**config.mk**
```make
export PLATFORM = sky130hd
export DESIGN_NAME = unified_mem_arbiter_flat
export DESIGN_NICKNAME = d
export VERILOG_FILES = /design/src/rtl/unified_mem_arbiter_if.sv /design/src/rtl/unified_mem_arbiter.sv /design/src/flat_wrapper.sv
export SDC_FILE = /design/constraint.sdc
export NUM_CORES = 1
export LEC_CHECK = 0
export ABC_AREA = 1
export BUFFER_PORTS_ARGS = -buffer_cell sky130_fd_sc_hd__clkbuf_2
export CAP_MARGIN = 40
export CORE_AREA = 2 2 108 110
export DETAILED_ROUTE_END_ITERATION = 8
export DIE_AREA = 0 0 110 112
export PLACE_DENSITY = 0.76
export SLEW_MARGIN = 5
export SYNTH_ARGS = -nofsm -noshare
export SYNTH_HDL_FRONTEND = slang
export SYNTH_SLANG_ARGS = --single-unit
```
**constraint.sdc**
```tcl
create_clock -name clk -period 3.4 [get_ports clk]
set_input_delay 0.17 -clock clk [delete_from_list [all_inputs] [get_ports clk]]
set_output_delay 0.17 -clock clk [all_outputs]
set_load 0.02 [all_outputs]
```
**src/rtl/unified_mem_arbiter_if.sv**
```systemverilog
// rtl/unified_mem_arbiter_if.sv - fetch, data and memory bus signals of the unified memory arbiter
// master is the arbiter's view, slave is the core/memory side.
interface unified_mem_arbiter_if;
  logic        i_req;
  logic [31:0] i_addr;
  logic        i_gnt;
  logic        i_rvalid;
  logic [31:0] i_rdata;

  logic        d_req;
  logic        d_we;
  logic [3:0]  d_strb;
  logic [31:0] d_addr;
  logic [31:0] d_wdata;
  logic        d_gnt;
  logic        d_rvalid;
  logic [31:0] d_rdata;

  logic        m_req;
  logic        m_we;
  logic [3:0]  m_strb;
  logic [31:0] m_addr;
  logic [31:0] m_wdata;
  logic        m_gnt;
  logic        m_rvalid;
  logic [31:0] m_rdata;

  logic        busy;

  modport master (
    input  i_req, i_addr,
    output i_gnt, i_rvalid, i_rdata,
    input  d_req, d_we, d_strb, d_addr, d_wdata,
    output d_gnt, d_rvalid, d_rdata,
    output m_req, m_we, m_strb, m_addr, m_wdata,
    input  m_gnt, m_rvalid, m_rdata,
    output busy
  );

  modport slave (
    output i_req, i_addr,
    input  i_gnt, i_rvalid, i_rdata,
    output d_req, d_we, d_strb, d_addr, d_wdata,
    input  d_gnt, d_rvalid, d_rdata,
    input  m_req, m_we, m_strb, m_addr, m_wdata,
    output m_gnt, m_rvalid, m_rdata,
    input  busy
  );
endinterface

```
**src/rtl/unified_mem_arbiter.sv**
```systemverilog
// rtl/unified_mem_arbiter.sv - data-over-fetch arbiter for one shared single-port memory bus
// Optional fetch starvation guard: define ARB_STARVE_GUARD_EN.
module unified_mem_arbiter #(
  parameter int unsigned STARVE_LIMIT = 4
) (
  input  logic                 clk,
  input  logic                 rst_n,
  unified_mem_arbiter_if.master bus
);

  typedef enum logic [2:0] {IDLE, REQ_I, REQ_D, RSP_I, RSP_D} state_e;

  state_e      state_q;
  logic        m_req_q;
  logic        m_we_q;
  logic [3:0]  m_strb_q;
  logic [31:0] m_addr_q;
  logic [31:0] m_wdata_q;

  logic        arb_now;
  logic        win_i;
  logic        win_d;
  logic        i_rvalid_w;
  logic        d_rvalid_w;

  if ((STARVE_LIMIT < 1) || (STARVE_LIMIT > 15)) begin : g_bad_limit
    $error("STARVE_LIMIT must be within 1..15");
  end

  // Re-arbitrating on the response cycle lets back-to-back transactions run without a bubble.
  assign arb_now = (state_q == IDLE) ||
                   (((state_q == RSP_I) || (state_q == RSP_D)) && bus.m_rvalid);

`ifdef ARB_STARVE_GUARD_EN
  localparam logic [3:0] LIMIT = 4'(STARVE_LIMIT);
  logic [3:0] starve_q;

  assign win_d = bus.d_req && !(bus.i_req && (starve_q == LIMIT));
  assign win_i = bus.i_req && !win_d;

  always_ff @(posedge clk or negedge rst_n) begin
    if (!rst_n) begin
      starve_q <= '0;
    end else if (arb_now) begin
      if (!bus.i_req || win_i) begin
        starve_q <= '0;
      end else if (win_d && (starve_q != LIMIT)) begin
        starve_q <= starve_q + 4'd1;
      end
    end
  end
`else
  assign win_d = bus.d_req;
  assign win_i = bus.i_req && !bus.d_req;
`endif

  // Payload is captured at arbitration and held until m_gnt, so the selection cannot switch mid-request.
  always_ff @(posedge clk or negedge rst_n) begin
    if (!rst_n) begin
      state_q   <= IDLE;
      m_req_q   <= 1'b0;
      m_we_q    <= 1'b0;
      m_strb_q  <= '0;
      m_addr_q  <= '0;
      m_wdata_q <= '0;
    end else begin
      case (state_q)
        REQ_I, REQ_D: begin
          if (bus.m_gnt) begin
            state_q   <= (state_q == REQ_I) ? RSP_I : RSP_D;
            m_req_q   <= 1'b0;
            m_we_q    <= 1'b0;
            m_strb_q  <= '0;
            m_addr_q  <= '0;
            m_wdata_q <= '0;
          end
        end
        IDLE, RSP_I, RSP_D: begin
          if (arb_now) begin
            if (win_d) begin
              state_q   <= REQ_D;
              m_req_q   <= 1'b1;
              m_we_q    <= bus.d_we;
              m_strb_q  <= bus.d_strb;
              m_addr_q  <= bus.d_addr;
              m_wdata_q <= bus.d_wdata;
            end else if (win_i) begin
              state_q   <= REQ_I;
              m_req_q   <= 1'b1;
              m_we_q    <= 1'b0;
              m_strb_q  <= '0;
              m_addr_q  <= bus.i_addr;
              m_wdata_q <= '0;
            end else begin
              state_q <= IDLE;
            end
          end
        end
        default: begin
          state_q   <= IDLE;
          m_req_q   <= 1'b0;
          m_we_q    <= 1'b0;
          m_strb_q  <= '0;
          m_addr_q  <= '0;
          m_wdata_q <= '0;
        end
      endcase
    end
  end

  assign bus.m_req   = m_req_q;
  assign bus.m_we    = m_we_q;
  assign bus.m_strb  = m_strb_q;
  assign bus.m_addr  = m_addr_q;
  assign bus.m_wdata = m_wdata_q;

  // A response outside RSP_x decodes to neither port and is dropped.
  assign i_rvalid_w   = bus.m_rvalid && (state_q == RSP_I);
  assign d_rvalid_w   = bus.m_rvalid && (state_q == RSP_D);
  assign bus.i_gnt    = bus.m_gnt && (state_q == REQ_I);
  assign bus.d_gnt    = bus.m_gnt && (state_q == REQ_D);
  assign bus.i_rvalid = i_rvalid_w;
  assign bus.d_rvalid = d_rvalid_w;
  assign bus.i_rdata  = i_rvalid_w ? bus.m_rdata : '0;
  assign bus.d_rdata  = d_rvalid_w ? bus.m_rdata : '0;
  assign bus.busy     = (state_q != IDLE);

endmodule

```
**src/flat_wrapper.sv**
```systemverilog
// flat-port wrapper written by rule: the top's interface ports become plain ports
module unified_mem_arbiter_flat 
#(
  parameter int unsigned STARVE_LIMIT = 4
)
  (clk, rst_n, bus_i_req, bus_i_addr, bus_i_gnt, bus_i_rvalid, bus_i_rdata, bus_d_req, bus_d_we, bus_d_strb, bus_d_addr, bus_d_wdata, bus_d_gnt, bus_d_rvalid, bus_d_rdata, bus_m_req, bus_m_we, bus_m_strb, bus_m_addr, bus_m_wdata, bus_m_gnt, bus_m_rvalid, bus_m_rdata, bus_busy);
  unified_mem_arbiter_if bus_i ();
  input  logic clk;
  input  logic rst_n;
  input wire logic [$bits(bus_i.i_req)-1:0] bus_i_req;
  input wire logic [$bits(bus_i.i_addr)-1:0] bus_i_addr;
  output wire logic [$bits(bus_i.i_gnt)-1:0] bus_i_gnt;
  output wire logic [$bits(bus_i.i_rvalid)-1:0] bus_i_rvalid;
  output wire logic [$bits(bus_i.i_rdata)-1:0] bus_i_rdata;
  input wire logic [$bits(bus_i.d_req)-1:0] bus_d_req;
  input wire logic [$bits(bus_i.d_we)-1:0] bus_d_we;
  input wire logic [$bits(bus_i.d_strb)-1:0] bus_d_strb;
  input wire logic [$bits(bus_i.d_addr)-1:0] bus_d_addr;
  input wire logic [$bits(bus_i.d_wdata)-1:0] bus_d_wdata;
  output wire logic [$bits(bus_i.d_gnt)-1:0] bus_d_gnt;
  output wire logic [$bits(bus_i.d_rvalid)-1:0] bus_d_rvalid;
  output wire logic [$bits(bus_i.d_rdata)-1:0] bus_d_rdata;
  output wire logic [$bits(bus_i.m_req)-1:0] bus_m_req;
  output wire logic [$bits(bus_i.m_we)-1:0] bus_m_we;
  output wire logic [$bits(bus_i.m_strb)-1:0] bus_m_strb;
  output wire logic [$bits(bus_i.m_addr)-1:0] bus_m_addr;
  output wire logic [$bits(bus_i.m_wdata)-1:0] bus_m_wdata;
  input wire logic [$bits(bus_i.m_gnt)-1:0] bus_m_gnt;
  input wire logic [$bits(bus_i.m_rvalid)-1:0] bus_m_rvalid;
  input wire logic [$bits(bus_i.m_rdata)-1:0] bus_m_rdata;
  output wire logic [$bits(bus_i.busy)-1:0] bus_busy;
  assign bus_i.i_req = bus_i_req;
  assign bus_i.i_addr = bus_i_addr;
  assign bus_i_gnt = bus_i.i_gnt;
  assign bus_i_rvalid = bus_i.i_rvalid;
  assign bus_i_rdata = bus_i.i_rdata;
  assign bus_i.d_req = bus_d_req;
  assign bus_i.d_we = bus_d_we;
  assign bus_i.d_strb = bus_d_strb;
  assign bus_i.d_addr = bus_d_addr;
  assign bus_i.d_wdata = bus_d_wdata;
  assign bus_d_gnt = bus_i.d_gnt;
  assign bus_d_rvalid = bus_i.d_rvalid;
  assign bus_d_rdata = bus_i.d_rdata;
  assign bus_m_req = bus_i.m_req;
  assign bus_m_we = bus_i.m_we;
  assign bus_m_strb = bus_i.m_strb;
  assign bus_m_addr = bus_i.m_addr;
  assign bus_m_wdata = bus_i.m_wdata;
  assign bus_i.m_gnt = bus_m_gnt;
  assign bus_i.m_rvalid = bus_m_rvalid;
  assign bus_i.m_rdata = bus_m_rdata;
  assign bus_busy = bus_i.busy;
  unified_mem_arbiter #(.STARVE_LIMIT(STARVE_LIMIT)) u_core (.clk(clk), .rst_n(rst_n), .bus(bus_i));
endmodule
```
; After elaboration in Yosys (flattened, before gate mapping)
; Cells that the tools add are included.
; W data, S select, Z words.
[word_totals]
register_bits = 73
inputBits = 139
[classes]
mux = 31
reduce_logical = 15
n_eq_ne = 7
[ops]
columns = cell, count
row1 = $mux W32, 9
row2 = $pmux W32 S2, 2
row3 = $mux W4, 4
row4 = $mux W3, 4
row5 = $mux W1, 8
row6 = $pmux W4 S2, 1
row7 = $eq A3 B2 Y1 const B, 2
row8 = $logic_and A1 B1 Y1, 6
row9 = $pmux W3 S2, 1
row10 = $pmux W1 S2, 2
row11 = $eq A3 B1 Y1 const B, 1
row12 = $eq A3 B3 Y1 const B, 1
row13 = $logic_not A3 Y1, 1
row14 = $ne A3 B2 Y1 const B, 1
row15 = $reduce_and A3 Y1, 1
row16 = $reduce_bool A3 Y1, 1
row17 = $reduce_or A3 Y1, 1
row18 = $logic_or A1 B1 Y1, 2
row19 = $ne A2 B1 Y1 const B, 1
row20 = $ne A2 B2 Y1 const B, 1
row21 = $reduce_and A2 Y1, 1
row22 = $reduce_or A2 Y1, 1
row23 = $logic_not A1 Y1, 1

; Logic depth before layout (Yosys ltp)
; Gate-level depths: netlist (run 1).
[logic_depth]
word_depth = 6
depth_mapped = 9
depth_no_buf = 8

; Worst setup path before layout (run 1)
; OpenSTA, ideal clock, no wires.
[synth_timing]
kind = register to output
from = register u_core.state_q[1]
to = output port bus_d_rdata[10]
arrival_time_ns = 1.600
path_buffers = 1
path_stages_with_launch = 7
slack_ns = 1.630
path_cell_list = dfrtp_1 -> nor2_1 -> nand2_1 -> nor2_1 -> inv_1 -> clkbuf_1 -> nor2_1
[synth_via]
elab_chain_cells = 3
[synth_lines]
columns = item, line
row1 = from (decl), unified_mem_arbiter.sv:13  ; state_e state_q;
row2 = from (signal assigned), unified_mem_arbiter.sv:70  ; state_q <= (state_q == REQ_I) ? RSP_I : RSP_D;
row3 = $eq A3 B3 Y1, unified_mem_arbiter.sv:119  ; assign d_rvalid_w = bus.m_rvalid && (state_q == RSP_D);
row4 = $logic_and A1 B1 Y1, unified_mem_arbiter.sv:119
row5 = via bus_d_rvalid, flat_wrapper.sv:21  ; output wire logic [$bits(bus_i.d_rvalid)-1:0] bus_d_rvalid;
row6 = $mux W32, unified_mem_arbiter.sv:125  ; assign bus.d_rdata = d_rvalid_w ? bus.m_rdata : '0;
row7 = to (decl), flat_wrapper.sv:22  ; output wire logic [$bits(bus_i.d_rdata)-1:0] bus_d_rdata;
; The timed path passes the listed nets, and every way through them passes these cells.

; Worst setup path in the final report (run 1)
[layout_timing]
from = register u_core.state_q[2]
to = register u_core.m_strb_q[0], in the netlist u_core.bus.m_strb[0]
[layout_via]
elab_chain_cells = 6
elab_cells_between_ends = 15
classes_between = eq/ne (7) / mux (1) / reduce/logical (7)
[layout_lines]
columns = item, line
row1 = $eq A3 B2 Y1 or $eq A3 B3 Y1 (tied branches), "unified_mem_arbiter.sv:32, unified_mem_arbiter.sv:67"
row2 = $logic_or A1 B1 Y1, unified_mem_arbiter.sv:32  ; (((state_q == RSP_I) || (state_q == RSP_D)) && bus.m_rvalid);
row3 = $logic_and A1 B1 Y1, unified_mem_arbiter.sv:32
row4 = $logic_or A1 B1 Y1, unified_mem_arbiter.sv:31  ; assign arb_now = (state_q == IDLE) ||
row5 = $ne A2 B1 Y1 (no source line), --
row6 = $reduce_and A3 Y1 (no source line), --
row7 = to (signal assigned), unified_mem_arbiter.sv:84  ; m_strb_q <= bus.d_strb;
row8 = to (decl), unified_mem_arbiter.sv:16  ; logic [3:0] m_strb_q;
; Parallel ways exist; a longest one is shown, timed or not.
; A chain may end at the register's enable or synchronous reset.

==> results.cfg, run 1 <==
[sta]
drv_slew = 0
period_minus_slack_ps = 2160
timing.clock.skew_ps = 7.101
final.hold.worst_slack_ps = 162.1
max_clock_freq_ghz = 0.4630
worst_pin_slew_ps = 862.0
finalSetupViolCount = 0
slew-limit-headroom_pct = 42.47
finalHoldViolations = 0
timing.setup.tns_ps = 0
min_period_over_period_pct = 63.53
grt_setup_unrepaired = false

[floorplanning]
die_h_um = 112
core_area_um2 = 11170
chipWidth_um = 110
initial_standard_cell_utilization_of_the_core_pct = 39.10
core_rows = 39
ios = 278
dieArea_um2 = 12320

[setup_path]
reg2reg_from = u_core.state_q[2]
cp_max_fo = 36
worst-setup-path-type = reg2reg
path_cells = inv_1 > nand3_1 > nand2_1 > nand2_1 > nand3_2 > buf_12 > nand2_1 > nand2_1
rr_worst_depth = 8
timing.reg2reg.setup_slack_ps = 1240
crit_family = simple AND/OR/NAND/NOR gates
worst_path_largest_cell_delay_ps = 610
timing.critical_path.slowest_stage_cell = sky130_fd_sc_hd__nand3_2
worst_r2r_endpoint = u_core.bus.m_strb[0]
critPathLaunchType = flip-flop
worstSetupEndpointType = flip-flop
critPathArrivalTime_ps = 2370
critPathMostFrequentCell = sky130_fd_sc_hd__nand2_1
worst-path-stages = 8
worstPathRequired_ps = 3610
critical_path.n_buffers_inverters = 2

[grt]
globalRouteTotalUtil_pct = 22.45
first_pass_grt_wire_length_mm = 21.74
grt_remaining_overflow = 0
grt_antenna_before_repair = 1
grt_max_degree = 73
via_count_of_the_first_global_routing_pass = 4583

[min_path]
hold_depth = 5
worst_min_delay_path_startpoint = bus_d_wdata[3]
min_delay_worst_endpoint = u_core.bus.m_wdata[3]
hold_path_class = in2reg

[power]
fin_total_pwr_w = 0.004898
power.density_nw_per_um2 = 790.3
peakVddDrop_mv = 0.4678
power_leakage_nw = 4.374

[synthesis]
average_size_of_a_mapped_cell_um2 = 6.278
netlist_area_um2 = 4369
post_synthesis_register_bit_count = 73
synth.net_count = 835
synth.lib_cells_used.distinct = 17
fraction_of_the_yosys_area_taken_by_sequential_cells_pct = 41.81
synthesis.yosys.warnings = 0
mapped_cells = 696

[placement]
gp_routability_congestion = 0.8013
post_dp_cell_area_um2 = 5857
port_buffers = 277
post-dp-hpwl_mm = 9.934

[clocking]
cts_tree = done
clk_pin_slew_worst_paths_ps = 60
clock_tree.root_cell = sky130_fd_sc_hd__clkbuf_16
cts_repair_resize_count = 0
total_clock_buffers_created_by_cts = 9
worst_skew_pair.late_latency_ps = 330
total_number_of_clock_tree_sinks = 73
post_cts.repair.setup_buffers = 0
clk_path_buf_depth = 2
cts_max_level = 3

[final_layout]
finalNetCount = 1087
design_area_um2 = 6197
layout_cell_share_with_drive_strength_beyond_1_pct = 32.00
most-common-layout-cells = sky130_fd_sc_hd__nand2_1 (280), sky130_fd_sc_hd__clkbuf_2 (276), sky130_fd_sc_hd__nand3_1 (110), sky130_fd_sc_hd__inv_1 (109), sky130_fd_sc_hd__dfrtp_1 (73)
core_utilization_of_the_finished_layout_pct = 55.46
antenna_cells = 0
most_common_cell_after_layout_fill_and_taps_aside = sky130_fd_sc_hd__nand2_1
areaGrowthSynthToFinish_pct = 41.84

[route]
firstDrtPassIters = 4
ant_nets = 0
routed_via_density = 4.599
routed_wl_mm = 13.79
vias = 5040
route.detailed.wl_per_inst_um = 12.58
post-route-drc-count = 0
first_iter_violations = 257

[flow_run]
max_cap_violations = 0

[status]
outcome = finished, final reports clean
final cells by class:
cell class	instances	area [um^2]
clock inverter	5	77.57
multi-input combinational	467	1928
inverter	111	416.7
clock buffer	11	252.7
fill	1146	4977
timing repair buffer	286	1516
sequential	73	1827
tap	143	178.9
per-layer routing:
metal	vias to the layer above	global-route usage [%]	part of all wire (%)
met5	-	0	0.094
met3	27	3.864	8.6
met4	2	8.439	2.3
met2	238	40.33	50
li1	2571	-	-
met1	2202	26.17	39
Yosys cell counts, drive strengths merged:
library cell,n,area (um^2)
nor2,69,259.0
o21ai,3,18.77
clkbuf,29,108.9
a21boi,1,7.510
buf,16,96.34
dfrtp,73,1827
o21bai,1,7.510
nand2,280,1051
inv,110,412.9
clkinv,1,3.750
nand4,1,6.260
nand3,112,570.6
worst max path at each step:
stage                                 start                     end  slack [ps]
after floorplan           u_core.state_q[1]         bus_d_rdata[10]        1630
after global placement    u_core.state_q[2]   u_core.bus.m_addr[14]        1320
after detailed placement  u_core.state_q[2]    u_core.bus.m_addr[5]        1230
after CTS                 u_core.state_q[2]    u_core.bus.m_strb[0]        1210
after global routing      u_core.state_q[2]  u_core.bus.m_wdata[19]        1010
final                     u_core.state_q[2]    u_core.bus.m_strb[0]        1240
state kept, by name (all words and copies together) (netlist names):
signal and count:
u_core.state_q 3, u_core.bus.m_req 1, u_core.bus.m_wdata 32, u_core.bus.m_strb 4, u_core.bus.m_we 1, u_core.bus.m_addr 32
kinds of logic after synthesis:
| family | Yosys count | synth area share, % |
|---|---|---|
| AND/OR/NAND/NOR | 462 | 43.18 |
| buffers and inverters | 156 | 14.23 |
| AO/OA/AOI/OAI | 5 | 0.7734 |
| flip-flops | 73 | 41.81 |
per-stage QoR:
| stage | setup slack (ps) | instances |
|---|---|---|
| finish | 1240 | 1096 |
| global placement | 1319 | 1077 |
| global route | 1014 | 1096 |
| floorplan | 1630 | 696 |
| CTS | 1215 | 1096 |
| detailed placement | 1231 | 1079 |
worst register-to-register path: stages, from the launching register on:
cell and delay, ps:
sky130_fd_sc_hd__dfrtp_1 420, sky130_fd_sc_hd__inv_1 120, sky130_fd_sc_hd__nand3_1 140, sky130_fd_sc_hd__nand2_1 70, sky130_fd_sc_hd__nand2_1 110, sky130_fd_sc_hd__nand3_2 610, sky130_fd_sc_hd__buf_12 440, sky130_fd_sc_hd__nand2_1 80
sky130_fd_sc_hd__nand2_1 60
report_power, final:
group          leakage [nW]  internal (W)  switching [W]
combinational          3.25      0.000738        0.00172
sequential            0.965       0.00121       0.000207
clock                 0.162      0.000679       0.000349
total                  4.37       0.00263        0.00227
what timing repair did:
item,CTS,global route
endpoints found under the hold margin,38,0
hold buffers,1,0
setup endpoints to repair,0,0
(Power assumes the default switching activity.)
==> inputs of run 2 (changes only) <==
Settings changed: CORE_AREA 2 2 108 110 to unset, CORE_MARGIN set to 1.5, CORE_UTILIZATION set to 39, DIE_AREA 0 0 110 112 to unset, PLACE_DENSITY 0.76 to 0.78.
Clock period 3.4 ns to 1.8 ns, I/O delays scaled along.
==> run 2 against run 1 <==
  * Clock power grew 9%
  * First-iteration DRC count grew 30%
  * Largest power group unchanged
  * Non-clock buffer count grew 9
  * Critical path type is now reg2out
  * Sequential share of layout area is essentially flat
  * Via count grew 0.75%
  * Largest cell class unchanged
  * Wire length shrank 1.6%
  * Utilization grew 1.6 points
  * Critical path depth shrank 1
==> results.cfg, run 2 (synthesis results as in run 1) <==
[floorplanning]
core_area_um2 = 10890
chipWidth_um = 108.8
initial_standard_cell_utilization_of_the_core_pct = 40.13
core_rows = 38
dieArea_um2 = 11850
ios = 278
die_h_um = 108.8

[power]
power.density_nw_per_um2 = 1385
power_switching_share_pct = 49.32
clkPwrFrac_pct = 13.0
peakVddDrop_mv = 0.6319
p_seq_share_pct = 31.1
power_leakage_nw = 4.377
p_comb_share_pct = 55.9
cellInternalPower_w = 0.004364
p_switching_w = 0.004247

[clocking]
cts_max_level = 3
total_clock_buffers_created_by_cts = 9
worst_skew_pair.late_latency_ps = 330
clk_path_buf_depth = 2
clk_pin_slew_worst_paths_ps = 80
clock_tree.root_cell = sky130_fd_sc_hd__clkbuf_8
total_number_of_clock_tree_sinks = 73
cts_tree = done

[final_layout]
most_common_cell_after_layout_fill_and_taps_aside = sky130_fd_sc_hd__nand2_1
finalNetCount = 1096
layout_cell_share_with_drive_strength_beyond_1_pct = 33.26
core_utilization_of_the_finished_layout_pct = 57.09
multi_input_comb_area_um2 = 1941
most-common-layout-cells = sky130_fd_sc_hd__nand2_1 (280), sky130_fd_sc_hd__clkbuf_2 (241), sky130_fd_sc_hd__nand3_1 (110), sky130_fd_sc_hd__inv_1 (108), sky130_fd_sc_hd__dfrtp_1 (71)
design_area_um2 = 6216
areaGrowthSynthToFinish_pct = 42.27
nFillCells = 1103
finish.cell_count_without_fillers = 1103
register_area_um2 = 1829

[sta]
timing.clock.skew_ps = 7.569
period_minus_slack_ps = 1688
slew-limit-headroom_pct = 72.47
worst_pin_slew_ps = 413.0
max_clock_freq_ghz = 0.5923
timing.setup.tns_ps = 0
finalHoldViolations = 0
finalSetupViolCount = 0
final.hold.worst_slack_ps = 70.12
min_period_over_period_pct = 93.79
drv_slew = 0

[route]
routed_wl_mm = 13.57
firstDrtPassIters = 4
first_iter_violations = 333
route.detailed.wl_per_inst_um = 12.30
routed_via_density = 4.604
vias = 5078
ant_nets = 0
post-route-drc-count = 0

[grt]
via_count_of_the_first_global_routing_pass = 4532
globalRouteTotalUtil_pct = 22.87
first_pass_grt_wire_length_mm = 21.25
grt_antenna_before_repair = 1
grt_remaining_overflow = 0
grt_max_degree = 41

[placement]
dp.cells = 1084
post-dp-hpwl_mm = 10.15
post_dp_cell_area_um2 = 5931
port_buffers = 277
gp_routability_congestion = 0.7952

[setup_path]
critical_path.n_buffers_inverters = 3
worstSetupEndpointType = output pin
crit_family = flip-flops
path_cells = nor2_4 > nand2_1 > nor2_2 > inv_1 > buf_8 > nor2_1 > clkbuf_2
worst_path_largest_cell_delay_ps = 460
critPathArrivalTime_ps = 1600
timing.critical_path.slowest_stage_cell = sky130_fd_sc_hd__dfrtp_2
worstPathRequired_ps = 1710
critPathLaunchType = flip-flop
cp_max_fo = 32
worst-setup-path-type = reg2out

[status]
outcome = finished, final reports clean

[flow_run]
max_cap_violations = 0

[min_path]
hold_path_class = in2reg
run 2: cell count changes in the layout (fill, tap and decap cells not counted), sizes merged:
cell / change
clkbuf: -35
clkinvlp: +1
diode: +1
bufinv: -2
clkinv: +3
buf: +42
run 2: area by class of cell:
cell class,count,share of cell area [%]
antenna,1,0.04026
clock buffer,9,1.993
clock inverter,7,0.7649
inverter,111,6.703
multi-input combinational,467,31.22
sequential,73,29.43
tap,140,2.818
timing repair buffer,295,27.03
run 2: final timing paths:
kind | to | start | slack [ps] | cells after the start
min reg2reg | u_core.bus.m_addr[29] | u_core.bus.m_addr[29] | 480 | 2
max reg2reg | u_core.bus.m_wdata[4] | u_core.state_q[0] | 230 | 8
min in group asynchronous | u_core.bus.m_addr[4] | rst_n | 150 | 2
min | u_core.bus.m_wdata[3] | bus_d_wdata[3] | 70 | 5
max | bus_d_rdata[30] | u_core.state_q[1] | 110 | 7
max in group asynchronous | u_core.state_q[1] | rst_n | 1140 | 3
run 2: repair_timing:
item                                    in CTS  in global routing
setup buffers                                0                  1
hold buffers                                 1                  0
gates resized for setup                      5                 65
pin swaps                                    0                  0
endpoints found under the setup margin      64                 64
endpoints found under the hold margin       73                  0
run 2: stage by stage:
stage,power (W),setup WS (ps)
after floorplan,0.005773,109.7
after global placement,0.007407,289.1
after detailed placement,0.007498,264.1
after CTS,0.008653,11.30
after global routing,0.009329,-13.01
final,0.008611,111.7
run 2: worst min-delay path, stage by stage:
cell                       delay, ps
sky130_fd_sc_hd__clkbuf_2         80
sky130_fd_sc_hd__nand3_1          60
sky130_fd_sc_hd__inv_1            40
sky130_fd_sc_hd__nand3_1          60
sky130_fd_sc_hd__nand2_1          40
run 2: metal layers:
| layer | up-vias | share of wire [%] | wire [um] | track usage [%] |
|---|---|---|---|---|
| li1 | 2582 | - | - | - |
| met1 | 2240 | 39 | 5255 | 27.32 |
| met2 | 237 | 51 | 6913 | 41.15 |
| met3 | 19 | 8.5 | 1147 | 5.380 |
| met4 | 0 | 1.9 | 253 | 5.921 |
| met5 | - | 0 | 0 | 0 |
run 2: power groups by stage:
stage	Combinational (W)	Clock, W	Sequential [W]
floorplan	0.00240	0	0.00337
global placement	0.00473	0	0.00268
detailed placement	0.00482	0	0.00267
CTS	0.00482	0.00116	0.00267
global route	0.00534	0.00124	0.00275
finish	0.00481	0.00112	0.00268
